`src/rtl/shift_button_scanner.sv`:
```
// Scans the display board's PISO button shift register, debounces each bit and
// reports a stable button vector with press events. Define SHIFT_SCAN_RELEASE_EN for release events.
//
// state      | meaning
// S_IDLE     | waiting for interval expiry, scan_req or pending request
// S_LOAD     | SHIFT_LOAD low, register captures the buttons in parallel
// S_SHIFT_LO | SHIFT_CLKIN low, serial bit sampled on the last cycle
// S_SHIFT_HI | SHIFT_CLKIN high, register advances to the next bit
// S_DONE     | debounce update, results presented on the following cycle
module shift_button_scanner #(
  parameter int NBITS         = 16,
  parameter int CLKDIV        = 25,
  parameter int SCAN_INTERVAL = 50000,
  parameter int DEBOUNCE      = 4
) (
  input  logic             CLOCK_50,
  input  logic             RESET_N,
  input  logic             SHIFT_OUT,
  input  logic             scan_req,
  output logic             SHIFT_LOAD,
  output logic             SHIFT_CLKIN,
  output logic [NBITS-1:0] buttons,
  output logic [NBITS-1:0] pressed,
`ifdef SHIFT_SCAN_RELEASE_EN
  output logic [NBITS-1:0] released,
`endif
  output logic             scan_done
);

  localparam int IW  = (SCAN_INTERVAL > 1) ? $clog2(SCAN_INTERVAL) : 1;
  localparam int DW  = (CLKDIV > 1) ? $clog2(CLKDIV) : 1;
  localparam int BW  = $clog2(NBITS + 1);
  localparam int DBW = (DEBOUNCE > 1) ? $clog2(DEBOUNCE) : 1;

  typedef enum logic [2:0] {
    S_IDLE, S_LOAD, S_SHIFT_LO, S_SHIFT_HI, S_DONE
  } state_t;

  state_t           state, state_nx;
  logic [IW-1:0]    int_cnt;
  logic [DW-1:0]    div_cnt;
  logic [BW-1:0]    bit_cnt;
  logic             pending;
  logic [1:0]       sync_q;
  logic [NBITS-1:0] sbuf;
  logic [NBITS:0]   sbuf_shift;
  logic [DBW-1:0]   db_cnt [NBITS];
  logic             load_d, clkin_d;
  logic             div_last, int_last, bits_done;

  assign div_last   = (div_cnt == DW'(CLKDIV - 1));
  assign int_last   = (int_cnt == IW'(SCAN_INTERVAL - 1));
  assign bits_done  = (bit_cnt == BW'(NBITS));
  assign sbuf_shift = {sbuf, ~sync_q[1]};

  always_ff @(posedge CLOCK_50) begin
    if (!RESET_N) state <= S_IDLE;
    else          state <= state_nx;
  end

  always_comb begin
    state_nx = state;
    case (state)
      S_IDLE:     if (int_last || scan_req || pending) state_nx = S_LOAD;
      S_LOAD:     if (div_last) state_nx = S_SHIFT_LO;
      S_SHIFT_LO: if (div_last) state_nx = S_SHIFT_HI;
      S_SHIFT_HI: if (div_last) state_nx = bits_done ? S_DONE : S_SHIFT_LO;
      S_DONE:     state_nx = S_IDLE;
      default:    state_nx = S_IDLE;
    endcase
  end

  // Strobes are decoded from the next state so the registered pins line up with the state.
  always_comb begin
    load_d  = (state_nx != S_LOAD);
    clkin_d = (state_nx == S_SHIFT_HI);
  end

  always_ff @(posedge CLOCK_50) begin
    if (!RESET_N) begin
      SHIFT_LOAD  <= 1'b1;
      SHIFT_CLKIN <= 1'b0;
      sync_q      <= 2'b11;
    end else begin
      SHIFT_LOAD  <= load_d;
      SHIFT_CLKIN <= clkin_d;
      sync_q      <= {sync_q[0], SHIFT_OUT};
    end
  end

  always_ff @(posedge CLOCK_50) begin
    if (!RESET_N) begin
      int_cnt <= '0;
      div_cnt <= '0;
      bit_cnt <= '0;
      pending <= 1'b0;
      sbuf    <= '0;
    end else begin
      int_cnt <= (state == S_IDLE && state_nx == S_IDLE) ? int_cnt + 1'b1 : '0;
      div_cnt <= (state_nx == state && state != S_IDLE && state != S_DONE) ? div_cnt + 1'b1 : '0;
      if (state == S_IDLE && state_nx != S_IDLE) pending <= 1'b0;
      else if (scan_req && state != S_IDLE)      pending <= 1'b1;
      if (state == S_LOAD) bit_cnt <= '0;
      else if (state == S_SHIFT_LO && div_last) begin
        bit_cnt <= bit_cnt + 1'b1;
        sbuf    <= sbuf_shift[NBITS-1:0];
      end
    end
  end

  always_ff @(posedge CLOCK_50) begin
    if (!RESET_N) begin
      buttons   <= '0;
      pressed   <= '0;
      scan_done <= 1'b0;
`ifdef SHIFT_SCAN_RELEASE_EN
      released  <= '0;
`endif
      for (int i = 0; i < NBITS; i++) db_cnt[i] <= '0;
    end else begin
      pressed   <= '0;
      scan_done <= (state == S_DONE);
`ifdef SHIFT_SCAN_RELEASE_EN
      released  <= '0;
`endif
      if (state == S_DONE) begin
        for (int i = 0; i < NBITS; i++) begin
          if (sbuf[i] == buttons[i]) begin
            db_cnt[i] <= '0;
          end else if (db_cnt[i] == DBW'(DEBOUNCE - 1)) begin
            buttons[i]  <= sbuf[i];
            pressed[i]  <= sbuf[i];
`ifdef SHIFT_SCAN_RELEASE_EN
            released[i] <= ~sbuf[i];
`endif
            db_cnt[i]   <= '0;
          end else begin
            db_cnt[i] <= db_cnt[i] + 1'b1;
          end
        end
      end
    end
  end

endmodule

```
`config.mk`:
```
export PLATFORM = sky130hd
export DESIGN_NAME = shift_button_scanner
export DESIGN_NICKNAME = d
export VERILOG_FILES = /design/src/rtl/shift_button_scanner.sv
export SDC_FILE = /design/constraint.sdc
export NUM_CORES = 1
export LEC_CHECK = 0
export ABC_AREA = 1
export CAP_MARGIN = 20
export CORE_MARGIN = 5
export CORE_UTILIZATION = 49
export DETAILED_ROUTE_END_ITERATION = 6
export PLACE_DENSITY = 0.79
export SKIP_CTS_REPAIR_TIMING = 1
export SYNTH_ARGS = -nofsm -noshare
export SYNTH_HDL_FRONTEND = slang
export SYNTH_SLANG_ARGS = --single-unit
export TNS_END_PERCENT = 30
```
`constraint.sdc`:
```
create_clock -name CLOCK_50 -period 3.6 [get_ports CLOCK_50]
set_clock_uncertainty 0.05 [all_clocks]
set_input_delay 0.36 -clock CLOCK_50 [delete_from_list [all_inputs] [get_ports CLOCK_50]]
set_output_delay 0.36 -clock CLOCK_50 [all_outputs]
set_load 0.05 [all_outputs]
```
==> impl_metrics.py <==
metrics = {
    "status": {
        "status": "completed",
    },
    "route": {
        "wirelength_microns": 9740,
        "dr_total_vias": 3749,
        "drt_iter0_markers": 181,
        "drc": 0,
        "dr.pass1.iters": 5,
        "wl_per_cell_microns": 13.4,
        "vias_per_cell": 5.16,
        "antenna_left": 0,
    },
    "setup_path": {
        "endpoint_kind": "flip-flop",
        "setup.worst_path.start_class": "flip-flop",
        "cp_max_fo": 29,
        "cp.arrival_ns": 2.66,
        "critPathKind": "reg -> reg",
        "reg2reg_slack_ns": 1.28,
        "crit_required_ns": 3.94,
    },
    "yosys": {
        "yosysWarningCount": 0,
        "yosysSeqAreaShare_pct": 53.4,
        "synth_fp_nets": 561,
        "synth_cell_types": 36,
        "synth_area_sq_mm": 0.00491,
        "syn_area_per_cell_sq_um": 9.16,
        "synth-seq-cells": 115,
        "netlist_instances": 536,
    },
    "cts": {
        "cts.path.max_buffers": 2,
        "clock_sinks": 115,
        "htree_num_levels": 4,
        "numCtsBuffers": 17,
        "root_buffer": "clkbuf_8",
        "cts.clk_slew.worst_paths_ns": 0.05,
        "cts_tree": "done",
        "clk_latency_ns": 0.51,
    },
    "die": {
        "die_area_sq_mm": 0.0121,
        "initial_utilization_pct": 50.2,
        "core_sq_mm": 0.00977,
        "ios": 39,
        "die_w_microns": 110,
        "num_rows": 36,
        "die_h_microns": 110,
    },
    "timing": {
        "rsz0062_at_grt": "no",
        "slew_headroom_pct": 38.8,
        "fin_crit_ns": 2.32,
        "max_freq_mhz": 431,
        "fin_tns_setup_ns": 0,
        "maxSlewViolCount": 0,
        "whs_ns": 0.353,
        "min_period_over_period_pct": 64.5,
        "setup_viol": 0,
        "final-hold-violation-count": 0,
        "tightest_slew_ns": 0.916,
    },
    "power_and_ir_drop": {
        "powerDensity_mw_per_mm2": 501,
        "ir_worst_vdd_mv": 0.277,
        "p_leak_nw": 2.21,
    },
    "min_path": {
        "hp-class": "reg -> reg",
    },
    "job": {
        "maxCapViolations": 0,
    },
    "global_route": {
        "grt_pass1_wl_microns": 16000,
        "antenna_found_initial": 0,
        "first_global_vias": 3644,
        "track_usage_pct": 17.0,
        "grt_max_degree": 38,
        "grt-ovfl-total": 0,
    },
    "place": {
        "portBuffers": 38,
        "place_congestion": 0.867,
        "dp_hpwl_microns": 6330,
        "placed_cell_area_sq_mm": 0.00539,
    },
    "layout": {
        "area_growth_pct": 20.8,
        "fin_area_sq_mm": 0.00593,
        "post_route_cells_drive_above_1_share_pct": 10.1,
        "fin_nets": 605,
        "layout_common_cells": "83 x dfxtp_1, 82 x nor2_1, 56 x nand2_1",
        "n_antenna_cell": 0,
        "layout_commonest_cell": "dfxtp_1",
        "fin_util_pct": 60.7,
    },
}
## cells by family after synthesis
family	after synthesis	synth area share, %
AOI/OAI and AO/OA	77	8.79
and+or+nand+nor	226	22.2
DFF	115	53.4
adders and majority gates	21	5.35
xor gates and xnor gates	23	4.10
buffers and inverters	74	6.19
## flip-flops by register name, indices dropped and copies added, names as in the netlist
name and count:
buttons 16, int_cnt 16, div_cnt 5, db_cnt 32
bit_cnt 5, SHIFT_LOAD 1, scan_done 1, pending 1
SHIFT_CLKIN 1, sync_q 2, pressed 16, state 3
sbuf 16
## worst max-delay path, cell delays in order, from the launching register on
cell,delay (ns)
dfxtp_1,0.37
inv_1,0.06
ha_1,0.21
nand2_2,0.10
nor2_4,0.05
nand2_1,0.67
inv_1,0.38
o21ai_0,0.25
a21oi_1,0.06
## cell usage after synthesis
| cell type | instances | share of area (%) |
|---|---|---|
| dfxtp_1 | 83 | 34 |
| nor2_1 | 82 | 6.3 |
| nand2_1 | 56 | 4.3 |
| inv_1 | 52 | 4.0 |
| a21oi_1 | 39 | 4.0 |
| edfxtp_1 | 32 | 20 |
| ha_1 | 21 | 5.4 |
| nand3_1 | 20 | 2.0 |
| o21ai_0 | 20 | 2.0 |
| xor2_1 | 18 | 3.2 |
| nor3_1 | 17 | 1.7 |
| nor2_2 | 11 | 1.4 |
| nand4_1 | 10 | 1.3 |
| o211ai_1 | 9 | 1.4 |
| nor3b_1 | 8 | 1.2 |
| nor4_1 | 8 | 1.0 |
| buf_2 | 6 | 0.61 |
| inv_2 | 6 | 0.46 |
| o31ai_1 | 6 | 0.92 |
| xnor2_1 | 5 | 0.89 |
| buf_1 | 3 | 0.23 |
| buf_4 | 3 | 0.46 |
| clkbuf_1 | 3 | 0.23 |
| nor2_4 | 3 | 0.69 |
| nand2_2 | 2 | 0.25 |
| nand3_2 | 2 | 0.41 |
| or2_2 | 2 | 0.25 |
| a211oi_1 | 1 | 0.15 |
| and2_1 | 1 | 0.13 |
| buf_6 | 1 | 0.23 |
| nand3b_1 | 1 | 0.15 |
| nand4_4 | 1 | 0.43 |
| nor2_8 | 1 | 0.41 |
| nor3_2 | 1 | 0.20 |
| o21a_1 | 1 | 0.15 |
| o21ai_2 | 1 | 0.18 |
## path summary, 6_finish.rpt
check	endpoint	cells past startpoint	start
worst min-delay path	sbuf[0]$_SDFFE_PN0P_	1	sync_q[1]$_SDFF_PN1_
worst max register to register	sbuf[0]$_SDFFE_PN0P_	8	div_cnt[0]$_SDFF_PN0_
worst min register to register	sbuf[0]$_SDFFE_PN0P_	1	sync_q[1]$_SDFF_PN1_
worst max-delay path	sbuf[0]$_SDFFE_PN0P_	8	div_cnt[0]$_SDFF_PN0_
## where the power goes
group	total, mW	switching, mW	internal [mW]
clock	1.53	0.560	0.967
combinational	0.0876	0.0600	0.0276
sequential	1.36	0.0103	1.35
## layout make-up
type,count,area [sq um]
inverters,58,218
repair buffers,41,403
well taps,133,166
flip-flops and latches,115,2620
fillers,824,3840
clock inverters,13,118
multi-input cells,347,1980
clock buffers,19,422
## layer usage
metal | routed length (microns) | vias up | track usage (%)
met5 | 0 | - | 0
met1 | 4180 | 1747 | 19.2
met4 | 131 | 0 | 6.95
met3 | 561 | 12 | 6.23
met2 | 4870 | 115 | 29.2
li1 | - | 1875 | -
## metrics by stage
stage | cells | power, mW | setup slack (ns)
after floorplan | 536 | 1.45 | 1.53
after global placement | 694 | 1.47 | 1.30
after detailed placement | 694 | 1.47 | 1.25
after CTS | 726 | 2.99 | 1.28
after global routing | 726 | 3.08 | 1.08
final | 726 | 2.97 | 1.28
(Power assumes the default switching activity.)
